<file path="src/rtl/cpu_pkg.sv">
// Shared fetch-path constants and the fetch controller state type.
// Design defaults live here so the core and its benches agree on them.
package cpu_pkg;

    localparam int          XLEN_DEF     = 32;
    localparam int          INST_W       = 32;
    localparam int          PC_STEP_DEF  = 4;
    localparam logic [31:0] RESET_PC_DEF = 32'h0000_0000;

    typedef enum logic {
        ST_IDLE = 1'b0,
        ST_RUN  = 1'b1
    } fetch_state_t;

endpackage

</file>
<file path="src/rtl/fetch_unit_if.sv">
// Bundle of the instruction-memory, redirect and decode handshake signals.
// master = the fetch unit itself, slave = memory/decode/branch side.
interface fetch_unit_if
    import cpu_pkg::*;
#(
    parameter int XLEN = XLEN_DEF
) ();

    logic              imem_req_o;
    logic [XLEN-1:0]   imem_addr_o;
    logic              imem_rvalid_i;
    logic [INST_W-1:0] imem_rdata_i;
    logic              redirect_i;
    logic [XLEN-1:0]   redirect_pc_i;
    logic              inst_valid_o;
    logic              inst_ready_i;
    logic [INST_W-1:0] inst_o;
    logic [XLEN-1:0]   inst_pc_o;
    logic [XLEN-1:0]   inst_pc4_o;
    logic              busy_o;

    modport master (
        output imem_req_o,
        output imem_addr_o,
        input  imem_rvalid_i,
        input  imem_rdata_i,
        input  redirect_i,
        input  redirect_pc_i,
        output inst_valid_o,
        input  inst_ready_i,
        output inst_o,
        output inst_pc_o,
        output inst_pc4_o,
        output busy_o
    );

    modport slave (
        input  imem_req_o,
        input  imem_addr_o,
        output imem_rvalid_i,
        output imem_rdata_i,
        output redirect_i,
        output redirect_pc_i,
        input  inst_valid_o,
        output inst_ready_i,
        input  inst_o,
        input  inst_pc_o,
        input  inst_pc4_o,
        input  busy_o
    );

endinterface

</file>
<file path="src/rtl/fetch_queue.sv">
// Synchronous prefetch FIFO of {pc, inst} entries; DEPTH must be a power of two.
// Head is read straight from registered storage, so a push is visible the next cycle.
module fetch_queue #(
    parameter int DEPTH = 4,
    parameter int WIDTH = 64
) (
    input  logic                   i_clk,
    input  logic                   i_rst,
    input  logic                   i_push,
    input  logic                   i_pop,
    input  logic                   i_clear,
    input  logic [WIDTH-1:0]       i_data,
    output logic [WIDTH-1:0]       o_data,
    output logic [$clog2(DEPTH):0] o_count
);

    localparam int AW = $clog2(DEPTH);

    logic [WIDTH-1:0] r_mem [DEPTH];
    logic [AW-1:0]    r_wr_ptr;
    logic [AW-1:0]    r_rd_ptr;
    logic [AW:0]      r_count;
    logic             w_push;
    logic             w_pop;

    assign w_push = i_push & ~i_clear;
    assign w_pop  = i_pop & ~i_clear & (r_count != '0);

    // Pointers wrap naturally at DEPTH because DEPTH is a power of two.
    always_ff @(posedge i_clk) begin
        if (i_rst || i_clear) begin
            r_wr_ptr <= '0;
            r_rd_ptr <= '0;
            r_count  <= '0;
        end else begin
            if (w_push) begin
                r_wr_ptr <= r_wr_ptr + 1'b1;
            end
            if (w_pop) begin
                r_rd_ptr <= r_rd_ptr + 1'b1;
            end
            r_count <= r_count + (AW+1)'(w_push) - (AW+1)'(w_pop);
        end
    end

    always_ff @(posedge i_clk) begin
        if (w_push) begin
            r_mem[r_wr_ptr] <= i_data;
        end
    end

    assign o_data  = r_mem[r_rd_ptr];
    assign o_count = r_count;

endmodule

</file>
<file path="src/rtl/fetch_unit.sv">
// Decoupled instruction fetch: in-order requests to a latency-tolerant memory,
// a credit-limited prefetch queue, and a redirect port that flushes everything.
module fetch_unit
    import cpu_pkg::*;
#(
    parameter int              XLEN     = XLEN_DEF,
    parameter int              DEPTH    = 4,
    parameter logic [XLEN-1:0] RESET_PC = XLEN'(RESET_PC_DEF),
    parameter int              PC_STEP  = PC_STEP_DEF
) (
    input  logic          clk_i,
    input  logic          rst_i,
    input  logic          start_i,
    fetch_unit_if.master  bus
);

    localparam int              CW      = $clog2(DEPTH) + 1;
    localparam logic [XLEN-1:0] STEP    = XLEN'(PC_STEP);
    localparam logic [CW:0]     DEPTH_C = (CW+1)'(DEPTH);

    fetch_state_t          r_state;
    fetch_state_t          w_state_nxt;
    logic [XLEN-1:0]       r_fetch_pc;
    logic [XLEN-1:0]       r_resp_pc;
    logic [CW-1:0]         r_outstanding;
    logic [CW-1:0]         r_discard;

    logic [CW-1:0]         w_count;
    logic [XLEN+INST_W-1:0] w_head;
    logic [CW:0]           w_credit_used;
    logic                  w_issue;
    logic                  w_rsp;
    logic                  w_push;
    logic                  w_pop;
    logic                  w_valid;
    logic                  w_nonempty;
    logic [XLEN-1:0]       w_inst_pc;
    logic [INST_W-1:0]     w_inst;

    always_ff @(posedge clk_i) begin
        if (rst_i) begin
            r_state <= ST_IDLE;
        end else begin
            r_state <= w_state_nxt;
        end
    end

    // Credits cover queue entries plus in-flight requests, so a response
    // always finds a free slot even if decode stalls indefinitely.
    always_comb begin
        w_state_nxt   = r_state;
        w_credit_used = {1'b0, w_count} + {1'b0, r_outstanding};
        w_issue       = 1'b0;
        w_rsp         = 1'b0;
        w_push        = 1'b0;
        w_nonempty    = (w_count != '0);
        w_valid       = 1'b0;
        w_pop         = 1'b0;

        if (r_state == ST_IDLE && start_i) begin
            w_state_nxt = ST_RUN;
        end

        w_issue = (r_state == ST_RUN) && !bus.redirect_i && (w_credit_used < DEPTH_C);
        w_rsp   = bus.imem_rvalid_i && (r_outstanding != '0);
        w_push  = w_rsp && !bus.redirect_i && (r_discard == '0);
        w_valid = w_nonempty && !bus.redirect_i;
        w_pop   = w_valid && bus.inst_ready_i;
    end

    always_ff @(posedge clk_i) begin
        if (rst_i) begin
            r_fetch_pc    <= RESET_PC;
            r_resp_pc     <= RESET_PC;
            r_outstanding <= '0;
            r_discard     <= '0;
        end else begin
            r_outstanding <= r_outstanding + CW'(w_issue) - CW'(w_rsp);
            if (bus.redirect_i) begin
                // Everything still in flight after this cycle belongs to the old path.
                r_fetch_pc <= bus.redirect_pc_i;
                r_resp_pc  <= bus.redirect_pc_i;
                r_discard  <= r_outstanding - CW'(w_rsp);
            end else begin
                if (w_issue) begin
                    r_fetch_pc <= r_fetch_pc + STEP;
                end
                if (w_push) begin
                    r_resp_pc <= r_resp_pc + STEP;
                end
                if (w_rsp && (r_discard != '0)) begin
                    r_discard <= r_discard - 1'b1;
                end
            end
        end
    end

    fetch_queue #(
        .DEPTH (DEPTH),
        .WIDTH (XLEN + INST_W)
    ) u_queue (
        .i_clk   (clk_i),
        .i_rst   (rst_i),
        .i_push  (w_push),
        .i_pop   (w_pop),
        .i_clear (bus.redirect_i),
        .i_data  ({r_resp_pc, bus.imem_rdata_i}),
        .o_data  (w_head),
        .o_count (w_count)
    );

    // Empty queue presents zeros so the head fields are defined out of reset.
    assign w_inst_pc = w_nonempty ? w_head[XLEN+INST_W-1:INST_W] : '0;
    assign w_inst    = w_nonempty ? w_head[INST_W-1:0] : '0;

    assign bus.imem_req_o   = w_issue;
    assign bus.imem_addr_o  = r_fetch_pc;
    assign bus.inst_valid_o = w_valid;
    assign bus.inst_o       = w_inst;
    assign bus.inst_pc_o    = w_inst_pc;
    assign bus.inst_pc4_o   = w_inst_pc + STEP;
    assign bus.busy_o       = (r_outstanding != '0);

endmodule

</file>
<file path="src/flat_wrapper.sv">
// flat-port wrapper written by rule: the top's interface ports become plain ports
module fetch_unit_flat import cpu_pkg::*;
#(
    parameter int              XLEN     = XLEN_DEF,
    parameter int              DEPTH    = 4,
    parameter logic [XLEN-1:0] RESET_PC = XLEN'(RESET_PC_DEF),
    parameter int              PC_STEP  = PC_STEP_DEF
)
  (clk_i, rst_i, start_i, bus_imem_req_o, bus_imem_addr_o, bus_imem_rvalid_i, bus_imem_rdata_i, bus_redirect_i, bus_redirect_pc_i, bus_inst_valid_o, bus_inst_ready_i, bus_inst_o, bus_inst_pc_o, bus_inst_pc4_o, bus_busy_o);
  fetch_unit_if #(.XLEN(XLEN)) bus_i ();
  input  logic clk_i;
  input  logic rst_i;
  input  logic start_i;
  output wire logic [$bits(bus_i.imem_req_o)-1:0] bus_imem_req_o;
  output wire logic [$bits(bus_i.imem_addr_o)-1:0] bus_imem_addr_o;
  input wire logic [$bits(bus_i.imem_rvalid_i)-1:0] bus_imem_rvalid_i;
  input wire logic [$bits(bus_i.imem_rdata_i)-1:0] bus_imem_rdata_i;
  input wire logic [$bits(bus_i.redirect_i)-1:0] bus_redirect_i;
  input wire logic [$bits(bus_i.redirect_pc_i)-1:0] bus_redirect_pc_i;
  output wire logic [$bits(bus_i.inst_valid_o)-1:0] bus_inst_valid_o;
  input wire logic [$bits(bus_i.inst_ready_i)-1:0] bus_inst_ready_i;
  output wire logic [$bits(bus_i.inst_o)-1:0] bus_inst_o;
  output wire logic [$bits(bus_i.inst_pc_o)-1:0] bus_inst_pc_o;
  output wire logic [$bits(bus_i.inst_pc4_o)-1:0] bus_inst_pc4_o;
  output wire logic [$bits(bus_i.busy_o)-1:0] bus_busy_o;
  assign bus_imem_req_o = bus_i.imem_req_o;
  assign bus_imem_addr_o = bus_i.imem_addr_o;
  assign bus_i.imem_rvalid_i = bus_imem_rvalid_i;
  assign bus_i.imem_rdata_i = bus_imem_rdata_i;
  assign bus_i.redirect_i = bus_redirect_i;
  assign bus_i.redirect_pc_i = bus_redirect_pc_i;
  assign bus_inst_valid_o = bus_i.inst_valid_o;
  assign bus_i.inst_ready_i = bus_inst_ready_i;
  assign bus_inst_o = bus_i.inst_o;
  assign bus_inst_pc_o = bus_i.inst_pc_o;
  assign bus_inst_pc4_o = bus_i.inst_pc4_o;
  assign bus_busy_o = bus_i.busy_o;
  fetch_unit #(.XLEN(XLEN), .DEPTH(DEPTH), .RESET_PC(RESET_PC), .PC_STEP(PC_STEP)) u_core (.clk_i(clk_i), .rst_i(rst_i), .start_i(start_i), .bus(bus_i));
endmodule
</file>
<file path="config.mk">
export PLATFORM = sky130hd
export DESIGN_NAME = fetch_unit_flat
export DESIGN_NICKNAME = d
export VERILOG_FILES = /design/src/rtl/cpu_pkg.sv /design/src/rtl/fetch_unit_if.sv /design/src/rtl/fetch_queue.sv /design/src/rtl/fetch_unit.sv /design/src/flat_wrapper.sv
export SDC_FILE = /design/constraint.sdc
export NUM_CORES = 1
export LEC_CHECK = 0
export CORE_MARGIN = 2
export CORE_UTILIZATION = 40
export DETAILED_ROUTE_END_ITERATION = 16
export PLACE_DENSITY = 0.58
export SLEW_MARGIN = 20
export SYNTH_ARGS = -nofsm -noshare
export SYNTH_HDL_FRONTEND = slang
export SYNTH_SLANG_ARGS = --single-unit
</file>
<file path="constraint.sdc">
create_clock -name clk_i -period 4.4 [get_ports clk_i]
set_input_delay 0.88 -clock clk_i [delete_from_list [all_inputs] [get_ports clk_i]]
set_output_delay 0.88 -clock clk_i [all_outputs]
set_load 0.02 [all_outputs]
</file>
==> results.cfg <==
[floorplan]
die_w_um = 197
initial_core_util_pct = 40.8
core_area_sq_mm = 0.0367
io_pins = 201
die_y_um = 197
die-area_sq_mm = 0.0390
rows = 70

[routing]
first_pass_iters = 5
drc = 0
vias_per_cell = 5.34
vias = 9541
ant_nets = 0
drt-initial-drc-count = 539
wl_per_cell_um = 20.1
drt-total-wl_um = 36000

[yosys]
synthCells = 1071
ys_ff_latch = 336
synth_ff_type = edfxtp_1
synth_fp_nets = 1160
synthDistinctLibCells = 68
synth_edf_count = 256
async_reset_ff_share_pct = 0
synth_area_sq_mm = 0.0150
yosys_warnings = 0
seq_area_frac_synth_pct = 62.1
synth_area_per_cell_sq_um = 14.0

[global_routing]
track_usage_pct = 18.6
antenna_found_initial = 0
grt_pass1_vias = 9718
grt_max_degree = 65
grt_overflow = 0
grt_pass1_wl_um = 56200

[power]
power.leakage_nw = 6.55
peakVddDrop_uv = 228
p_per_area_mw_per_mm2 = 407

[sta]
fmax_mhz = 237
final_max_slew_viol_count = 0
hold_viol = 0
min_period_over_period_pct = 95.9
setup_violations = 0
period_needed_ns = 4.22
setup_tns_ns = 0
finalClockSkew_ns = 0.0139
rsz0062_at_grt = no
slew_headroom_pct = 41.3
tightest_slew_ns = 0.877

[setup_path]
crit_path_start_kind = flop
crit_path_end_kind = primary output
cp_data_arrival_time_ns = 3.34
path_class = reg -> out
cp.required_ns = 3.52
path_max_fanout = 10
r2r-start = u_core.r_outstanding[1]

[cells_and_area]
drive_gt1_share_pct = 14.0
antenna_cells = 0
finish.utilization_pct = 51.3
nets = 1380
area_growth_pct = 25.9
fillers = 3180
fin_cells = 1786

[status]
outcome = finished clean

[clocking]
cts_buffers = 38
htree_num_levels = 2
clock_sinks = 336
insertion_delay_ns = 0.52
cts_tree = done
cts_buffer_depth = 3
clkSlewWorstSetupHoldPaths_ns = 0.06
clock-root-buffer = clkbuf_16

[job]
cap_violations = 0

[placed_design]
place.port_buffers = 200
place_inst = 1712
gp_congestion = 0.795
hpwl_um = 24600

[hold_path]
hold_class = reg -> reg
min-delay-start = u_core.bus.imem_addr_o[1]
## report_power, final
group	switching [mW]	leakage (nW)	internal, mW
Sequential	0.117	2.99	3.57
Clock	1.23	0.582	1.80
Combinational	0.511	2.98	0.438
## synthesized netlist by cell type, drive strengths merged (3+ instances only)
library cell,n,area (sq um)
buf,26,173
or2,3,21.3
and3,21,133
a21boi,8,60.1
a211oi,8,60.1
xnor2,43,377
o21ai,26,130
nor2,66,250
a31oi,20,125
mux2i,4,40.0
nor3b,4,51.3
ha,17,213
a21oi,34,170
o211ai,6,45.0
inv,38,143
dfxtp,80,1600
xor2,22,193
and4,6,55.1
nand4,28,196
nor4,7,86.3
a221oi,3,26.3
and2,67,420
nand3,25,125
nor2b,4,25.0
or3,10,67.6
edfxtp,256,7690
nor3,19,110
nand2,94,355
nand4b,5,58.8
mux2,4,48.8
clkbuf,27,101
mux4,69,1600
o21bai,3,22.5
## cell usage in the layout (no fill, tap or decap), drive strengths merged, types with 5 or more instances in the layout
cell / n
o21ai: 26
a211oi: 8
inv: 40
clkinv: 12
and2: 67
a31oi: 20
nand4b: 5
xnor2: 43
nor2: 66
ha: 17
dfxtp: 80
dlymetal6s2s: 8
nand3: 25
xor2: 22
mux4: 69
and3: 21
edfxtp: 256
a21boi: 8
nand4: 28
nor3: 19
and4: 6
clkdlybuf4s50: 187
o211ai: 6
buf: 35
clkbuf: 48
nor4: 7
a21oi: 34
or3: 10
nand2: 94
## worst max-delay path, cell delays in order, from the launching register on
cell	delay, ns
dfxtp_4	0.46
mux4_1	0.60
and2_1	0.20
ha_1	0.20
and3_2	0.22
nand4_4	0.14
nor4_4	0.07
nand2_1	0.09
mux2_4	0.31
clkdlybuf4s50_1	0.54
## per-layer routing
metal	wire (um)	GRT usage [%]
met2	15800	28.2
met5	0	0
met3	2300	3.18
met1	17300	28.1
met4	617	4.01
## kinds of logic after synthesis
family,after synthesis,synth area share [%]
AOI/OAI and AO/OA,117,4.78
xor gates and xnor gates,65,3.81
adders and majority gates,19,1.69
buffers and inverters,91,2.79
DFF,336,62.1
muxes,77,11.3
and+or+nand+nor,366,13.6
## stage by stage
step | worst slack (ns) | instance area, sq um | power [mW] | hold WS [ns]
after global placement | 0.340 | 17500 | 4.70 | 0.454
after floorplan | 0.388 | 15000 | 4.28 | 0.438
after detailed placement | 0.294 | 17500 | 4.71 | 0.459
after global routing | 0.0119 | 18800 | 7.98 | 0.490
after CTS | 0.0298 | 18800 | 7.75 | 0.469
final | 0.179 | 18800 | 7.67 | 0.463
## final cells by class
type	instances	area (sq um)	area share [%]
Clock buffer	47	1010	5.34
Clock inverter	20	188	0.996
Inverter	38	143	0.757
Multi-Input combinational cell	644	5270	28.0
Sequential cell	336	9300	49.4
Tap cell	468	586	3.11
Timing Repair Buffer	233	2350	12.5
## timing repair
action | 4_1_cts | 5_1_grt
resized for setup | 8 | 16
setup endpoints to repair | 9 | 13
hold buffers | 0 | 0
hold endpoints to repair | 0 | 0
buffers inserted | 7 | 0
## path summary, 6_finish.rpt
check,end,slack [ns],cells past startpoint
max,bus_inst_pc4_o[20],0.18,9
min reg2reg,u_core.bus.imem_addr_o[1],0.46,2
min,u_core.bus.imem_addr_o[1],0.46,2
max reg2reg,u_core.r_outstanding[2],1.47,10
## sequential cells by signal, indices dropped and copies added (netlist names), named ones only
| signal | cells |
|---|---|
| u_core.u_queue.r_mem | 256 |
| u_core.bus.imem_addr_o | 32 |
| u_core.r_resp_pc | 32 |
| u_core.r_discard | 3 |
| u_core.r_outstanding | 3 |
| u_core.u_queue.o_count | 3 |
| u_core.u_queue.r_rd_ptr | 2 |
| u_core.u_queue.r_wr_ptr | 2 |
| u_core.r_state | 1 |
No activity file was read; power rests on OpenSTA's default activity.
